<file path="src/rtl/bcd_countdown_timer_pkg.sv">
// Shared definitions for the BCD countdown timer: state encodings, BCD
// digit limits and a single-digit modulo-10 increment helper.
package bcd_countdown_timer_pkg;

    typedef enum logic [1:0] {
        ST_SET   = 2'd0,
        ST_RUN   = 2'd1,
        ST_PAUSE = 2'd2,
        ST_DONE  = 2'd3
    } state_e;

    localparam logic [3:0] BCD_MAX  = 4'd9;
    localparam logic [3:0] BCD_ZERO = 4'd0;

    // Digit increment that wraps 9 -> 0 with no carry out. Anything above 9
    // also folds to 0 so an illegal nibble can never persist.
    function automatic logic [3:0] bcd_inc(input logic [3:0] d);
        return (d >= BCD_MAX) ? BCD_ZERO : d + 4'd1;
    endfunction

endpackage

</file>
<file path="src/rtl/bcd_countdown_timer_if.sv">
// Button/display bundle between the debounced buttons, the timer and the
// 7-segment driver.
//   btn_sel/btn_inc/btn_go/btn_clr : one-cycle button pulses into the timer
//   bcd     : packed BCD count, digit i on [4i+3:4i]
//   cursor  : one-hot edit position (zero outside SET)
//   running : high in RUN
//   alarm   : high in DONE
//   done    : one-cycle expiry pulse
interface bcd_countdown_timer_if #(
    parameter int DIGITS = 4
);
    logic                  btn_sel;
    logic                  btn_inc;
    logic                  btn_go;
    logic                  btn_clr;
    logic [4*DIGITS-1:0]   bcd;
    logic [DIGITS-1:0]     cursor;
    logic                  running;
    logic                  alarm;
    logic                  done;

    // master: button source / display consumer side
    modport master (
        output btn_sel, btn_inc, btn_go, btn_clr,
        input  bcd, cursor, running, alarm, done
    );

    // slave: the timer itself
    modport slave (
        input  btn_sel, btn_inc, btn_go, btn_clr,
        output bcd, cursor, running, alarm, done
    );
endinterface

</file>
<file path="src/rtl/bcd_digit_dec.sv">
// One BCD digit of the decrement borrow chain (combinational).
//   digit_i  : current digit value (0..9)
//   borrow_i : 1 = subtract one from this digit
//   digit_o  : resulting digit
//   borrow_o : 1 = this digit wrapped 0 -> 9 and borrows from the next one
module bcd_digit_dec
    import bcd_countdown_timer_pkg::*;
(
    input  logic [3:0] digit_i,
    input  logic       borrow_i,
    output logic [3:0] digit_o,
    output logic       borrow_o
);
    always_comb begin
        digit_o  = digit_i;
        borrow_o = 1'b0;
        if (borrow_i) begin
            if (digit_i == BCD_ZERO) begin
                digit_o  = BCD_MAX;
                borrow_o = 1'b1;
            end else if (digit_i > BCD_MAX) begin
                // unreachable; clamps back into range rather than propagate
                digit_o  = BCD_MAX;
            end else begin
                digit_o  = digit_i - 4'd1;
            end
        end
    end
endmodule

</file>
<file path="src/rtl/bcd_countdown_timer.sv">
// Multi-digit countdown timer holding its count in BCD.
// Digits are edited with a cursor in SET, then the count runs down one step
// every TICK_DIV clocks, can be paused/resumed, and raises done/alarm at zero.
//   clk    : system clock
//   rst    : asynchronous, active-high reset
//   tmr_if : button inputs and bcd/cursor/running/alarm/done outputs
module bcd_countdown_timer
    import bcd_countdown_timer_pkg::*;
#(
    parameter int DIGITS   = 4,
    parameter int TICK_DIV = 100_000_000,
    parameter int CW       = 27
) (
    input  logic                          clk,
    input  logic                          rst,
    bcd_countdown_timer_if.slave          tmr_if
);
    localparam int              PW       = (DIGITS > 1) ? $clog2(DIGITS) : 1;
    localparam logic [CW-1:0]   PRE_LAST = CW'(TICK_DIV - 1);
    localparam logic [PW-1:0]   POS_LAST = PW'(DIGITS - 1);

    state_e                 st_q,   st_d;
    logic [4*DIGITS-1:0]    bcd_q,  bcd_d;
    logic [PW-1:0]          pos_q,  pos_d;
    logic [CW-1:0]          pre_q,  pre_d;
    logic                   done_q, done_d;

    // Decremented count, always computed; only used on a tick.
    logic [4*DIGITS-1:0]    bcd_dec;
    logic [DIGITS:0]        borrow;

    assign borrow[0] = 1'b1;

    for (genvar g = 0; g < DIGITS; g++) begin : g_dig
        bcd_digit_dec u_dig (
            .digit_i  (bcd_q[4*g +: 4]),
            .borrow_i (borrow[g]),
            .digit_o  (bcd_dec[4*g +: 4]),
            .borrow_o (borrow[g+1])
        );
    end

    logic tick;
    logic expire;

    assign tick   = (pre_q == PRE_LAST);
    // Count was exactly 1: the result is zero and nothing underflowed.
    assign expire = (bcd_dec == '0) && !borrow[DIGITS];

    always_ff @(posedge clk or posedge rst) begin
        if (rst) begin
            st_q   <= ST_SET;
            bcd_q  <= '0;
            pos_q  <= '0;
            pre_q  <= '0;
            done_q <= 1'b0;
        end else begin
            st_q   <= st_d;
            bcd_q  <= bcd_d;
            pos_q  <= pos_d;
            pre_q  <= pre_d;
            done_q <= done_d;
        end
    end

    always_comb begin
        st_d   = st_q;
        bcd_d  = bcd_q;
        pos_d  = pos_q;
        pre_d  = pre_q;
        done_d = 1'b0;

        if (tmr_if.btn_clr) begin
            st_d  = ST_SET;
            bcd_d = '0;
            pos_d = '0;
            pre_d = '0;
        end else begin
            unique case (st_q)
                ST_SET: begin
                    if (tmr_if.btn_go) begin
                        if (bcd_q != '0) begin
                            st_d  = ST_RUN;
                            pre_d = '0;
                        end
                    end else begin
                        // inc uses the old cursor even when sel moves it
                        if (tmr_if.btn_inc)
                            bcd_d[4*int'(pos_q) +: 4] = bcd_inc(bcd_q[4*int'(pos_q) +: 4]);
                        if (tmr_if.btn_sel)
                            pos_d = (pos_q == POS_LAST) ? '0 : pos_q + 1'b1;
                    end
                end
                ST_RUN: begin
                    if (tmr_if.btn_go) begin
                        // pause wins over a coincident tick; prescaler holds
                        st_d = ST_PAUSE;
                    end else if (tick) begin
                        pre_d = '0;
                        bcd_d = bcd_dec;
                        if (expire) begin
                            st_d   = ST_DONE;
                            done_d = 1'b1;
                        end
                    end else begin
                        pre_d = pre_q + 1'b1;
                    end
                end
                ST_PAUSE: begin
                    if (tmr_if.btn_go)
                        st_d = ST_RUN;
                end
                ST_DONE: begin
                    if (tmr_if.btn_go || tmr_if.btn_sel || tmr_if.btn_inc) begin
                        st_d  = ST_SET;
                        bcd_d = '0;
                        pos_d = '0;
                        pre_d = '0;
                    end
                end
                default: st_d = ST_SET;
            endcase
        end
    end

    logic [DIGITS-1:0] cursor;

    always_comb begin
        cursor = '0;
        if (st_q == ST_SET)
            cursor[pos_q] = 1'b1;
    end

    assign tmr_if.bcd     = bcd_q;
    assign tmr_if.cursor  = cursor;
    assign tmr_if.running = (st_q == ST_RUN);
    assign tmr_if.alarm   = (st_q == ST_DONE);
    assign tmr_if.done    = done_q;
endmodule

</file>
<file path="src/flat_wrapper.sv">
// flat-port wrapper written by rule: the top's interface ports become plain ports
module bcd_countdown_timer_flat import bcd_countdown_timer_pkg::*;
#(
    parameter int DIGITS   = 4,
    parameter int TICK_DIV = 100_000_000,
    parameter int CW       = 27
)
  (clk, rst, tmr_if_btn_sel, tmr_if_btn_inc, tmr_if_btn_go, tmr_if_btn_clr, tmr_if_bcd, tmr_if_cursor, tmr_if_running, tmr_if_alarm, tmr_if_done);
  bcd_countdown_timer_if #(.DIGITS(DIGITS)) tmr_if_i ();
  input  logic clk;
  input  logic rst;
  input wire logic [$bits(tmr_if_i.btn_sel)-1:0] tmr_if_btn_sel;
  input wire logic [$bits(tmr_if_i.btn_inc)-1:0] tmr_if_btn_inc;
  input wire logic [$bits(tmr_if_i.btn_go)-1:0] tmr_if_btn_go;
  input wire logic [$bits(tmr_if_i.btn_clr)-1:0] tmr_if_btn_clr;
  output wire logic [$bits(tmr_if_i.bcd)-1:0] tmr_if_bcd;
  output wire logic [$bits(tmr_if_i.cursor)-1:0] tmr_if_cursor;
  output wire logic [$bits(tmr_if_i.running)-1:0] tmr_if_running;
  output wire logic [$bits(tmr_if_i.alarm)-1:0] tmr_if_alarm;
  output wire logic [$bits(tmr_if_i.done)-1:0] tmr_if_done;
  assign tmr_if_i.btn_sel = tmr_if_btn_sel;
  assign tmr_if_i.btn_inc = tmr_if_btn_inc;
  assign tmr_if_i.btn_go = tmr_if_btn_go;
  assign tmr_if_i.btn_clr = tmr_if_btn_clr;
  assign tmr_if_bcd = tmr_if_i.bcd;
  assign tmr_if_cursor = tmr_if_i.cursor;
  assign tmr_if_running = tmr_if_i.running;
  assign tmr_if_alarm = tmr_if_i.alarm;
  assign tmr_if_done = tmr_if_i.done;
  bcd_countdown_timer #(.DIGITS(DIGITS), .TICK_DIV(TICK_DIV), .CW(CW)) u_core (.clk(clk), .rst(rst), .tmr_if(tmr_if_i));
endmodule
</file>
<file path="config.mk">
export PLATFORM = sky130hd
export DESIGN_NAME = bcd_countdown_timer_flat
export DESIGN_NICKNAME = d
export VERILOG_FILES = /design/src/rtl/bcd_countdown_timer_pkg.sv /design/src/rtl/bcd_countdown_timer_if.sv /design/src/rtl/bcd_digit_dec.sv /design/src/rtl/bcd_countdown_timer.sv /design/src/flat_wrapper.sv
export SDC_FILE = /design/constraint.sdc
export NUM_CORES = 1
export LEC_CHECK = 0
export ABC_AREA = 0
export BUFFER_PORTS_ARGS = -buffer_cell sky130_fd_sc_hd__buf_2
export CAP_MARGIN = 15
export CORE_MARGIN = 8
export CORE_UTILIZATION = 25
export CTS_BUF_LIST = sky130_fd_sc_hd__clkbuf_4 sky130_fd_sc_hd__clkbuf_8
export CTS_CLUSTER_SIZE = 28
export DETAILED_ROUTE_END_ITERATION = 6
export GPL_TIMING_DRIVEN = 0
export PLACE_DENSITY_LB_ADDON = 0.05
export SLEW_MARGIN = 20
export SYNTH_ARGS = -nofsm -noshare
export SYNTH_HDL_FRONTEND = slang
export SYNTH_SLANG_ARGS = --single-unit
</file>
<file path="constraint.sdc">
create_clock -name clk -period 2.41 [get_ports clk]
set_clock_uncertainty 0.1 [all_clocks]
set_input_delay 0.241 -clock clk [delete_from_list [all_inputs] [get_ports clk]]
set_output_delay 0.241 -clock clk [all_outputs]
set_load 0.005 [all_outputs]
</file>
After elaboration in Yosys (flattened, before gate mapping)
Cells that the tools add are included.
{ "word_totals": {"register_bits": 48, "latch_bits": 0, "ram_bits": 0, "rom_bits": 0, "inputBits": 6, "output_inout_bits": 23, "elab_cells": 113, "memories": 0} }
{ "classes": {"addsub": 8, "multipliers": 0, "div_mod_pow": 0, "n_lt_le_gt_ge": 7, "eq_ne": 16, "shift": 3, "n_mux": 56, "n_bitwise": 0, "reduce_logical": 18} }
{ "op_table": {"columns": ["operator", "count"], "rows": [
  ["2-to-1 mux 27 bit", 6],
  ["2-to-1 mux 16 bit", 6],
  ["case mux 27 bit (3 select lines)", 1],
  ["2-to-1 mux 4 bit", 13],
  ["case mux 16 bit (3 select lines)", 1],
  ["negation 4 -> 33 bit", 1],
  ["variable shift 4 x 33 -> 16 bit (first input constant)", 1],
  ["indexed part select 4 x 33 -> 16 bit", 1],
  ["adder 27 x 1 -> 27 bit (second input constant)", 1],
  ["== test 27 bit (second input constant)", 1],
  ["2-to-1 mux 2 bit", 12],
  ["inequality test 3 bit (second input constant)", 6],
  ["bitwise mux 16 bit", 1],
  ["> comparator 4 bit (second input constant)", 4],
  ["zero test 16 bit", 1],
  ["zero test 4 bit", 4],
  ["nonzero test 16 bit", 1],
  ["indexed part select 16 x 5 -> 4 bit", 1],
  ["subtractor 4 x 1 -> 4 bit (second input constant)", 4],
  ["2-to-1 mux 1 bit", 13],
  ["AND reduction 6 bit", 2],
  ["inequality test 3 x 2 -> 1 bit (second input constant)", 3],
  ["inequality test 4 x 3 -> 1 bit (second input constant)", 2],
  ["case mux 2 bit (4 select lines)", 1],
  ["17 further kinds", 21]
]} }

Depth between registers and ports, before layout
{ "logic_depth": {"ltp_word": 12, "mapped_depth": 10, "depth_no_buf": 9} }

Cells and area by module
From an unflattened synthesis, not the netlist that was laid out.
{ "unflattened": {"hier_cells": 480, "area_unflattened_um2": 4179.0} }
{ "modules_own_cells": {"columns": ["module", "instances", "cells_each", "area_per_inst_um2", "seq_area_each_um2"], "rows": [
  ["bcd_countdown_timer", 1, 400, 3533.4, 1201.2],
  ["bcd_digit_dec", 4, 20, 161.4, 0.0]
]} }

Worst setup path before layout
OpenSTA, ideal clock, no wires.
{ "synth_path": {"path_type": "register to register", "from": "reg u_core.bcd_q[12], in the netlist u_core.tmr_if.bcd[12]", "to": "reg u_core.pre_q[14]", "setup_ns": 0.131, "arrival_time_ns": 2.106, "t_required_ns": 2.179, "slack_ns": 0.073, "path_stages_with_launch": 11, "path_buffers": 2, "synth_period_minus_slack_ns": 2.337, "path_cell_list": "dfrtp_1 > inv_1 > ha_1 > nor3b_1 > nand4_1 > a311o_1 > buf_2 > buf_6 > nand3_1 > xor2_1 > nor2_1"} }
{ "synth_via": {"elab_chain_cells": 3} }
{ "synth_lines": {"columns": ["item", "line", "rtl"], "rows": [
  ["from (decl)", "bcd_countdown_timer.sv:23", "logic [4*DIGITS-1:0] bcd_q, bcd_d;"],
  ["from (signal assigned)", "bcd_countdown_timer.sv:53", "bcd_q <= '0;"],
  ["from (signal assigned)", "bcd_countdown_timer.sv:59", "bcd_q <= bcd_d;"],
  ["nonzero test 16 bit", "bcd_countdown_timer.sv:82", "if (bcd_q != '0) begin"],
  ["inequality test 3 x 2 -> 1 bit (no source line)", null, null],
  ["AND reduction 5 bit (no source line)", null, null],
  ["to (signal assigned)", "bcd_countdown_timer.sv:61", "pre_q <= pre_d;"],
  ["to (decl)", "bcd_countdown_timer.sv:25", "logic [CW-1:0] pre_q, pre_d;"]
]} }
Every way passes these cells.
A chain may end at the register's enable or synchronous reset.

Final worst setup path
{ "layout_path": {"from": "reg u_core.bcd_q[6], in the netlist u_core.tmr_if.bcd[6]", "to": "reg u_core.st_q[1]"} }
{ "layout_via": {"elab_chain_cells": 9, "elab_cells_between_ends": 19, "cone_classes": "add/sub (1); order compare (1); eq/ne (2); mux (9); reduce/logical (6)"} }
{ "layout_lines": {"columns": ["item", "line", "rtl"], "rows": [
  ["branches (longest 8 deep; another with subtractor 4 x 1 -> 4 bit)", null, null],
  ["AND reduction 6 bit (no source line) (*)", null, null],
  ["to (signal assigned)", "bcd_countdown_timer.sv:58", "st_q <= st_d;"],
  ["to (decl)", "bcd_countdown_timer.sv:22", "state_e st_q, st_d;"]
]} }
Mark *: on every way between the ends.

==> run metrics <==
min Tclk post-route 2.43 ns; FF-to-FF End u_core.st_q[1]; Routed Antenna Nets 0; simple-gate share of the synthesized area 28.3%; I/O pin count 29; Distinct cells, synth 72; failing checks negative setup slack; crit-path max FO 10; mux contribution to synthesized area 3.04%; H-Tree Depth 2; Worst R2R Start u_core.tmr_if.bcd[6]; Rows 44; Synth Area in XOR/XNOR 4.45%; Synth Flop Type dfrtp_1; Max clock buf depth 2; Slowest-stage cell, CP dfrtp_1; Critical Path Source Type register; Hold Path End u_core.tmr_if.done; most frequent cells in the layout buf_4, nor2_1, dfrtp_1, buf_2, nand2_1; layout cells sized above 1 37.1%; worst r2r path cells 8; most common cell after layout, fill and taps aside buf_4; CTS tree yes; Avg Vias per Cell 5.21; mean area per synthesized cell 8.91 µm²; HP Class input port to register; Final Setup Violations 2; post-DP HPWL 8.99 mm; die area 19100 µm²; # diodes 0; Finished Cell Area 5040 µm²; Area Growth Syn to Fin 34.8%; cells after synthesis 420; Async S/R FF share, synth 100%; crit end category register; DRT Pass-1 Iters 4; max incr delay on CP 0.44 ns; Placement Cell Area 4100 µm²; final wirelength 13.5 mm; Setup WS pre-CTS -0.585 ns; Post-Synth Adder-Cell Area 6.35%; height of the die 138 µm; Starting Density 25.6%; vias in the first global route 3623; total track usage 13.6%; Hold Path Stages 2; Post-synth EDFFs 0; # DRC 0; RSZ-0062 raised after global routing yes; synthesis-stage register bit count 48; Mapped Area 3740 µm²; Root Driver clkbuf_8; Crit Path Category register to register; crit path DAT 2.59 ns; compound-cell area share of the yosys netlist 19.9%; die width 138 µm; P_leak 0.00210 µW; relative slew slack 49.2%; worst-skew pair later-pin latency 0.33 ns; Final Hold Viols 0; final core occ 34.6%; setup ws final -0.0242 ns; first-pass GRT wire length 20.7 mm; Slew @ Worst Pin 0.762 ns; WL per Instance 19.6 µm; final net count 528; final critical-path share of the clock period 101%; clock-pin slew on the worst setup and hold paths 0.10 ns; DR vias 3587; TritonCTS Buffers 5; global route overflow 0; Port Buf Inserts 26; Ys Warns 0; Peak VDD IR 0.000203 V; Critical Path RT 2.56 ns; Final Wtd Congestion 0.786; FF-to-FF setup slack -0.02 ns; crit-path cells buf_4, or3b_4, buf_12, o31ai_4, o311ai_4, nor4b_4, nand4_1, o21ai_1; initial drt markers 229; syn nets 445; Slew Limit Fails 0; setup TNS -0.0325 ns; Placeable Area 14600 µm²; initial antenna violation count 0; PwrDens 408 nW/µm²; total clock sinks 48; Layout fillers 1528; status finished with violations; largest net degree at the start of global routing 49; Hold Path Origin tmr_if_btn_go; largest family of logic cells by synthesized area simple AND/OR/NAND/NOR gates; post-synthesis sequential area ratio 32.1%; FMAX 411 MHz; Max Cap Viol 0
-- metal layers --
| metal | wire length, µm | track usage [%] |
|---|---|---|
| met5 | 0 | 0 |
| met4 | 303 | 4.58 |
| met3 | 420 | 2.91 |
| met2 | 6490 | 22.8 |
| met1 | 6280 | 16.8 |
-- where the power goes --
group | switching, µW | internal [µW]
Sequential | 23.0 | 817
Clock | 321 | 321
Combinational | 327 | 248
Total | 671 | 1390
-- state kept, by name (all words and copies together), names as in the netlist --
name / count
u_core.tmr_if.bcd: 16
u_core.st_q: 2
u_core.pre_q: 27
u_core.tmr_if.done: 1
u_core.pos_q: 2
-- synthesized netlist by cell type (all sizes together) (3+ instances only) --
| master | count | area, µm² |
|---|---|---|
| xor2 | 9 | 78.8 |
| and3 | 13 | 82.6 |
| o2bb2ai | 10 | 87.6 |
| dfrtp | 48 | 1200 |
| and2 | 6 | 37.5 |
| o21ai | 27 | 135 |
| xnor2 | 10 | 87.6 |
| ha | 19 | 238 |
| nand2b | 3 | 18.8 |
| o22ai | 6 | 37.5 |
| clkbuf | 7 | 36.3 |
| buf | 12 | 101 |
| o21a | 4 | 30.0 |
| or2 | 3 | 18.8 |
| nor2 | 45 | 171 |
| o21bai | 3 | 22.5 |
| nand2 | 27 | 101 |
| nand4 | 9 | 56.3 |
| or3 | 6 | 37.5 |
| nor3 | 17 | 90.1 |
| a21oi | 13 | 65.1 |
| a41o | 3 | 30.0 |
| a22oi | 9 | 67.6 |
| nand3 | 19 | 100 |
| mux4 | 4 | 93.8 |
| a22o | 7 | 61.3 |
| inv | 21 | 78.8 |
| nor3b | 7 | 78.8 |
| and4 | 5 | 43.8 |
| nor4 | 4 | 31.3 |
| o31ai | 6 | 50.1 |
| nor4b | 6 | 67.6 |
-- cell families (layout without fill, tap and decap cells) --
group | after synthesis | after routing
compound gates | 104 | 104
flops | 48 | 48
fa+ha+maj | 19 | 19
mux | 6 | 6
buf+inv | 41 | 125
xor+xnor | 19 | 19
simple gates | 183 | 183
-- through the flow --
stage / power, µW / cells / hold WS (ns)
2_1_floorplan: 1130 / 420 / 0.358
3_3_place_gp: 1280 / 630 / 0.383
5_1_grt: 2150 / 688 / 0.0353
6_report: 2060 / 688 / 0.0388
4_1_cts: 2010 / 674 / 0.0220
3_5_place_dp: 1280 / 630 / 0.294
-- what timing repair did --
| item | in CTS | in global routing |
|---|---|---|
| hold buffers | 1 | 0 |
| gates cloned | 0 | 2 |
| buffers inserted | 36 | 13 |
| endpoints found under the hold margin | 48 | 0 |
| pin swaps | 15 | 28 |
| setup endpoints to repair | 45 | 40 |
| resized for setup | 57 | 61 |
-- critical path, delay by kind of cell, from the launching register on --
family	cells	cell delay, ns
and+or+nand+nor	3	0.91
AOI/OAI and AO/OA	3	0.57
DFF	1	0.44
buffers and inverters	2	0.33
-- worst max path at each step --
stage | from | endpoint | slack [ns] | cells after the start
finish | u_core.tmr_if.bcd[6] | u_core.st_q[1] | -0.02 | 8
global route | u_core.tmr_if.bcd[5] | u_core.st_q[1] | -0.14 | 9
CTS | u_core.tmr_if.bcd[1] | u_core.st_q[1] | -0.04 | 8
detailed placement | u_core.tmr_if.bcd[0] | u_core.pre_q[9] | -0.58 | 8
global placement | u_core.tmr_if.bcd[12] | u_core.pre_q[13] | -0.62 | 9
floorplan | u_core.tmr_if.bcd[12] | u_core.pre_q[14] | 0.07 | 10
-- area by class of cell --
cell class                 count  area, µm²  area share (%)
sequential                    48       1220            24.1
timing repair buffer          78        583            11.6
buffer                        17        165            3.27
clock buffer                   6       76.3            1.51
inverter                      22       90.1            1.79
multi-input combinational    331       2650            52.5
clock inverter                 2       35.0           0.695
tap                          184        230            4.56
Power figures use the tool's default switching activity.
